===== config.mk =====
export PLATFORM = sky130hd
export DESIGN_NAME = nzp_cc_unit
export DESIGN_NICKNAME = d
export VERILOG_FILES = /design/src/rtl/cc_pkg.sv /design/src/rtl/cc_stack.sv /design/src/rtl/nzp_cc_unit.sv
export SDC_FILE = /design/constraint.sdc
export NUM_CORES = 1
export LEC_CHECK = 0
export CAP_MARGIN = 40
export CORE_ASPECT_RATIO = 0.75
export CORE_MARGIN = 3
export CORE_UTILIZATION = 43
export CTS_CLUSTER_DIAMETER = 80
export DETAILED_ROUTE_END_ITERATION = 8
export GPL_TIMING_DRIVEN = 0
export PLACE_DENSITY = 0.86
export SYNTH_ARGS = -nofsm -noshare
export SYNTH_HDL_FRONTEND = slang
export SYNTH_SLANG_ARGS = --single-unit

===== constraint.sdc =====
create_clock -name clk -period 2.15 [get_ports clk]
set_input_delay 0.43 -clock clk [delete_from_list [all_inputs] [get_ports clk]]
set_output_delay 0.43 -clock clk [all_outputs]
set_load 0.005 [all_outputs]

===== src/rtl/cc_pkg.sv =====
// Shared types and constants for the LC-3 condition-code unit.
// Latency: n/a (types, constants, pure functions only).
// Backpressure: n/a.
package cc_pkg;

  // Condition codes packed as {N,Z,P}
  typedef logic [2:0] cc_t;

  localparam int CC_N = 2;
  localparam int CC_Z = 1;
  localparam int CC_P = 0;

  // Bit positions inside the sticky error vector
  localparam int ERR_OVF  = 0;
  localparam int ERR_UNF  = 1;
  localparam int ERR_CONF = 2;

  localparam cc_t CC_RESET = 3'b010;

  // One-hot {N,Z,P} from the sign bit and an all-zero indication
  function automatic cc_t cc_from_bits(input logic neg, input logic zero);
    cc_t r;
    r       = '0;
    r[CC_N] = neg;
    r[CC_Z] = zero;
    r[CC_P] = ~neg & ~zero;
    return r;
  endfunction

endpackage


===== src/rtl/cc_stack.sv =====
// DEPTH x 3 LIFO saving condition codes across nested interrupts.
// Latency: push/pop take effect at the next edge; dout shows the top entry combinationally.
// Backpressure: none; push when full and pop when empty are ignored (caller flags them).
module cc_stack
  import cc_pkg::*;
#(
  parameter int DEPTH = 4,
  parameter int DW    = $clog2(DEPTH + 1)
) (
  input  logic          clk,
  input  logic          reset,
  input  logic          push,
  input  logic          pop,
  input  cc_t           din,
  output cc_t           dout,
  output logic [DW-1:0] depth,
  output logic          full,
  output logic          empty
);

  localparam int AW = (DEPTH > 1) ? $clog2(DEPTH) : 1;

  cc_t           mem [DEPTH];
  logic          do_push;
  logic          do_pop;
  logic [DW-1:0] depth_m1;
  logic [AW-1:0] wr_idx;
  logic [AW-1:0] rd_idx;

  assign full     = (depth == DW'(DEPTH));
  assign empty    = (depth == '0);
  // A simultaneous push and pop is a no-op for the stack itself
  assign do_push  = push & ~pop & ~full;
  assign do_pop   = pop & ~push & ~empty;
  assign depth_m1 = depth - DW'(1);
  assign wr_idx   = depth[AW-1:0];
  assign rd_idx   = depth_m1[AW-1:0];
  assign dout     = mem[rd_idx];

  // Occupancy counter; reset discards any saved entries
  always_ff @(posedge clk) begin
    if (reset) begin
      depth <= '0;
    end else if (do_push) begin
      depth <= depth + DW'(1);
    end else if (do_pop) begin
      depth <= depth_m1;
    end
  end

  // Entry storage, written only on an accepted push
  always_ff @(posedge clk) begin
    if (do_push) begin
      mem[wr_idx] <= din;
    end
  end

endmodule


===== src/rtl/nzp_cc_unit.sv =====
// LC-3 condition-code unit: NZP derivation, PSR load, save stack, BR evaluation.
// Latency: flags, stack, errors and branch decision all update one cycle after the request.
// Backpressure: none; illegal stack requests are dropped and recorded in sticky err bits.
module nzp_cc_unit
  import cc_pkg::*;
#(
  parameter int WIDTH = 16,
  parameter int DEPTH = 4
) (
  input  logic                         clk,
  input  logic                         reset,
  input  logic [WIDTH-1:0]             Buss,
  input  logic                         flagWE,
  input  logic                         ld_cc,
  input  logic [2:0]                   cc_in,
  input  logic                         push,
  input  logic                         pop,
  input  logic                         err_clr,
  input  logic                         br_valid,
  input  logic [2:0]                   br_mask,
  output logic                         N,
  output logic                         Z,
  output logic                         P,
  output logic [$clog2(DEPTH+1)-1:0]   depth,
  output logic                         stk_full,
  output logic                         stk_empty,
  output logic [2:0]                   err,
  output logic                         br_taken,
  output logic                         br_done
);

  localparam int DW = $clog2(DEPTH + 1);

  cc_t        cc_q;
  cc_t        cc_d;
  cc_t        derived;
  cc_t        stk_top;
  logic       pop_win;
  logic [2:0] err_set;

  assign derived = cc_from_bits(Buss[WIDTH-1], Buss == '0);
  // pop only restores when it is alone and there is something to restore
  assign pop_win = pop & ~push & ~stk_empty;

  cc_stack #(
    .DEPTH (DEPTH),
    .DW    (DW)
  ) u_stack (
    .clk   (clk),
    .reset (reset),
    .push  (push),
    .pop   (pop),
    .din   (cc_q),
    .dout  (stk_top),
    .depth (depth),
    .full  (stk_full),
    .empty (stk_empty)
  );

  // Next-CC priority: stack restore, then PSR load, then bus derivation
  always_comb begin
    cc_d = cc_q;
    if (pop_win) begin
      cc_d = stk_top;
    end else if (ld_cc) begin
      cc_d = cc_in;
    end else if (flagWE) begin
      cc_d = derived;
    end
  end

  // Error conditions raised by this cycle's stack requests
  always_comb begin
    err_set           = '0;
    err_set[ERR_CONF] = push & pop;
    err_set[ERR_UNF]  = pop & ~push & stk_empty;
    err_set[ERR_OVF]  = push & ~pop & stk_full;
  end

  // Condition-code register
  always_ff @(posedge clk) begin
    if (reset) begin
      cc_q <= CC_RESET;
    end else begin
      cc_q <= cc_d;
    end
  end

  // Sticky errors; a new event in the clearing cycle survives the clear
  always_ff @(posedge clk) begin
    if (reset) begin
      err <= '0;
    end else begin
      err <= (err_clr ? 3'b000 : err) | err_set;
    end
  end

  // Branch decision from pre-edge flags
  always_ff @(posedge clk) begin
    if (reset) begin
      br_taken <= 1'b0;
      br_done  <= 1'b0;
    end else begin
      br_taken <= |(br_mask & cc_q);
      br_done  <= br_valid;
    end
  end

  assign N = cc_q[CC_N];
  assign Z = cc_q[CC_Z];
  assign P = cc_q[CC_P];

endmodule

Yosys cells after proc, flatten, opt, wreduce, memory -nomap -nowiden:

Memories as Yosys holds them, arrays and structs flattened.
Index checks and enable logic that the tools add are counted.

* flip-flop bits (word level): 11
* bits in writable memories: 12
* output and inout port bits: 13
* word-level logic and storage cells: 38
* memories: 1

Memories
* u_stack.mem: words 4, width 3, read ports 1, clocked after Yosys merged registers in 0, write ports 1, line cc_stack.sv:23 `cc_t mem [DEPTH];`

* add/sub/neg operators: 2
* equality and inequality tests: 1
* mux-type cells: 8
* bitwise logic cells: 16
* reductions and logical operators: 5

Operator list (number)
* $mux W3: 6
* $logic_not A16 Y1: 1
* $and A1 B1 Y1: 8
* $not A1 Y1: 6
* $add A3 B1 Y3 const B: 1
* $and A3 B3 Y3: 1
* $eq A3 B3 Y1 const B: 1
* $logic_not A3 Y1: 1
* $or A3 B3 Y3: 1
* $reduce_bool A3 Y1: 1
* $reduce_or A3 Y1: 1
* $sub A3 B1 Y3 const B: 1
* $mux W1: 2
* $reduce_bool A2 Y1: 1

Longest topological paths before layout:

* depth in word-level cells: 6
* depth in mapped cells: 7
* gate-level depth less buffers: 7

By module:

Synthesis repeated with hierarchy kept, for this count alone.

* cells, all modules: 95
* area total of the unflattened synthesis: 1103.6 sq um

By module, submodules not included
* cc_stack: times used 1, cells an instance 51, area each 708.2 sq um, seq. area each 420.4 sq um
* nzp_cc_unit: times used 1, cells an instance 44, area each 395.4 sq um, seq. area each 160.2 sq um

Least setup slack after synthesis:

Ideal clock, no wire load.

* path kind: register to register
* from: register u_stack.depth[0]
* to: register cc_q[1]
* library setup time: 0.114 ns
* data arrival time: 1.657 ns
* required time: 2.036 ns
* setup slack: 0.379 ns
* cell stages (with the launch flop): 6
* period minus slack after synthesis: 1.771 ns
* cell sequence: dfxtp_1 -> inv_1 -> ha_1 -> mux4_2 -> mux2_4 -> a21o_1

* longest elaborated chain between the ends: 4
* elaborated cells on any way between the ends: 7
* those cells by class: add/sub (1); mux (1); bitwise (2); reduce/logical (2); memory (1)

RTL lines
* start, declared: line cc_stack.sv:16 `output logic [DW-1:0] depth,`
* start signal, assigned: line cc_stack.sv:45 `depth <= depth + DW'(1);`
* start signal, assigned: line cc_stack.sv:47 `depth <= depth_m1;`
* parallel branches: the longest is 4 deep, another holds $sub A3 B1 Y3
* end signal, assigned: line nzp_cc_unit.sv:83 `cc_q <= CC_RESET;`
* end signal, assigned: line nzp_cc_unit.sv:85 `cc_q <= cc_d;`
* end, declared: line nzp_cc_unit.sv:34 `cc_t cc_q;`

Several ways; the timed one is not identified.
A chain may end at the register's enable or synchronous reset.

Worst setup path after layout:

* from: register u_stack.depth[0]
* to: output port stk_full

* longest elaborated chain between the ends: 1

RTL lines
* $eq A3 B3 Y1: line cc_stack.sv:30 `assign full = (depth == DW'(DEPTH));`
* end, declared: line nzp_cc_unit.sv:25 `output logic stk_full,`

No other way between the ends.

==> results.sh <==
export IMPL_status="finished, final reports clean"
export IMPL_overflow=0
export IMPL_htreeDepth=1
export IMPL_nNetsFinal=177
export IMPL_clock_latency_ps=320
export IMPL_final_cell_mix="41 x clkdlybuf4s50_1, 12 x edfxtp_1, 9 x dfxtp_1"
export IMPL_avgRoutedWirePerCell_um=15.6
export IMPL_finalCritPeriodShare_pct=96.3
export IMPL_cts_tree="built"
export IMPL_rr_worst_depth=5
export IMPL_crit_type="flip-flop to primary output"
export IMPL_drv_slew=0
export IMPL_die_w_um=64.8
export IMPL_gp_congestion=0.812
export IMPL_cts_root_buf="clkbuf_4"
export IMPL_hold_violations=0
export IMPL_leakagePower_nw=0.619
export IMPL_cp_end_kind="primary output"
export IMPL_row_count=15
export IMPL_design_area_um2=1640
export IMPL_fin_setup_tns_ps=0
export IMPL_clk_pin_slew_ps=130
export IMPL_setup_viol=0
export IMPL_fp_dieH_um=50.1
export IMPL_r2r_start="u_stack.depth[0]"
export IMPL_top_layer_used="met4"
export IMPL_tightestPinTransition_ps=344
export IMPL_wl_met2_um=1330
export IMPL_core_um2=2380
export IMPL_drive_gt1_share_pct=13.5
export IMPL_clock_skew_ps=10.1
export IMPL_endpoint="stk_full"
export IMPL_wl_um=2730
export IMPL_synthArstFlopShare_pct=0
export IMPL_min_period_ps=2070
export IMPL_numCtsBuffers=3
export IMPL_maxCapViolCount=0
export IMPL_maxSlewHeadroom_pct=77.0
export IMPL_wl_met3_um=143
export IMPL_r2r_end="cc_q[1]"
export IMPL_post_place_ws_ps=74.7
export IMPL_drt_drc_violations_left=0
export IMPL_antenna_found_initial=0
export IMPL_wl_met1_um=1210
export IMPL_cp_required_ps=1720
export IMPL_p_total_mw=0.981
export IMPL_hold_path_class="flip-flop to flip-flop"
export IMPL_ctsHoldBuffers=0
export IMPL_yosysWarningCount=0
export IMPL_viasPerCell=5.26
export IMPL_portBuffers=41
export IMPL_cts_sinks=23
export IMPL_diodes=0
export IMPL_synth_cell_type_count=33
export IMPL_fmax_mhz=483
export IMPL_final_util_pct=68.7
export IMPL_dieArea_um2=3250
export IMPL_netlist_instances=94
export IMPL_syn_area_um2=1110
export IMPL_synth_flop_cell="edfxtp_1"
export IMPL_layoutNonFillerInstCount=175
export IMPL_dp_cells=169
export IMPL_grt_pass1_vias=929
export IMPL_pin_count=43
export IMPL_place_area_um2=1570
export IMPL_whs_ps=546
export IMPL_yosysSeqAreaShare_pct=52.1
export IMPL_synth_seq_cells=23
export IMPL_grt_max_degree=13
export IMPL_fillers=182
export IMPL_mostFrequentLayoutCell="clkdlybuf4s50_1"
export IMPL_setup_ws_ps=79.2
export IMPL_crit_start="u_stack.depth[0]"
export IMPL_p_per_area_nw_per_um2=599
export IMPL_synth_nets=129
export IMPL_areaGrowthSynthToFinish_pct=46.8
export IMPL_crit_path_max_fanout=5
export IMPL_first_iter_violations=20
export IMPL_rrSetupSlack_ps=570
export IMPL_avgSynthCellArea_um2=11.9
export IMPL_synth_edff_count=12
export IMPL_start_util_pct=46.8
export IMPL_antenna_left=0
export IMPL_hpwlAfterDp_um=2100
export IMPL_grt_pass1_wl_um=4410
export IMPL_ir_drop_v=0.000409
export IMPL_clock_path_buffers=2
export IMPL_vias=921
export IMPL_dr_pass1_iters=4
export IMPL_track_usage_pct=18.5
export IMPL_critical_path_arrival_ps=1640
export IMPL_cp_start_kind="flip-flop"
-- what timing repair did --
action,in CTS,in global routing
setup buffers,0,2
gates cloned,0,0
gates resized for setup,7,5
setup endpoints to repair,2,2
-- how the worst min path moves through the flow --
stage                      start       to  slack [ps]  cells past startpoint
after detailed placement  err[2]   err[2]         500                      2
after floorplan           err[2]   err[2]         490                      2
final                     err[2]   err[2]         550                      2
after global routing       ld_cc  cc_q[2]         570                      5
after global placement    err[2]   err[2]         490                      2
after CTS                  ld_cc  cc_q[2]         540                      5
-- area by class of cell --
cell class / instances / area, um^2 / share of cell area [%]
Clock buffer: 4 / 26.3 / 1.61
Multi-Input combinational cell: 61 / 497 / 30.4
Sequential cell: 23 / 588 / 35.9
Timing Repair Buffer: 43 / 425 / 26.0
Buffer: 3 / 26.3 / 1.61
Tap cell: 34 / 42.5 / 2.60
Inverter: 7 / 31.3 / 1.91
-- flip-flops by register name, summed over array words and instances (netlist names) --
register,cells
br_done,1
br_taken,1
cc_q,3
err,3
u_stack.depth,3
u_stack.mem,12
-- critical path, stage by stage, from the launching register on --
cell             delay, ps
dfxtp_4                400
inv_4                   90
ha_4                   170
nand2_2                 90
inv_2                   80
clkdlybuf4s50_1        500
-- Yosys cell counts, types with 2 or more instances --
cell      number  area (um^2)
a21oi_1        4         20.0
dfxtp_1       11          220
mux2i_1        4         40.0
nor4_1         6         37.5
buf_4          2         15.0
ha_1           5         62.6
nor3b_1        2         15.0
mux4_1         2         52.6
o21ai_0        2         10.0
and3_1         2         12.5
or3_1          2         12.5
a22oi_1        3         22.5
edfxtp_1      12          360
nand2_1        3         11.3
nand3_1        2         10.0
nor2b_1        2         12.5
inv_1          7         26.3
nor2_1         8         30.0
-- cell families after synthesis --
logic type | count (synthesis) | synth area share, %
simple gates | 33 | 16.8
flops | 23 | 52.1
compound gates | 15 | 9.09
buf+inv | 10 | 4.71
mux | 8 | 11.7
fa+ha+maj | 5 | 5.61
-- routing by layer --
metal | vias up | GRT usage, %
li1 | 448 | -
met2 | 31 | 30.1
met4 | 0 | 6.67
met1 | 437 | 23.6
met3 | 5 | 5.01
met5 | - | 0
-- power breakdown --
group          internal, mW  switching [mW]  total (mW)
combinational         0.161          0.0991       0.260
clock                0.0727           0.129       0.202
sequential            0.491          0.0276       0.519
total                 0.725           0.256       0.981
No activity file was read; power rests on OpenSTA's default activity.
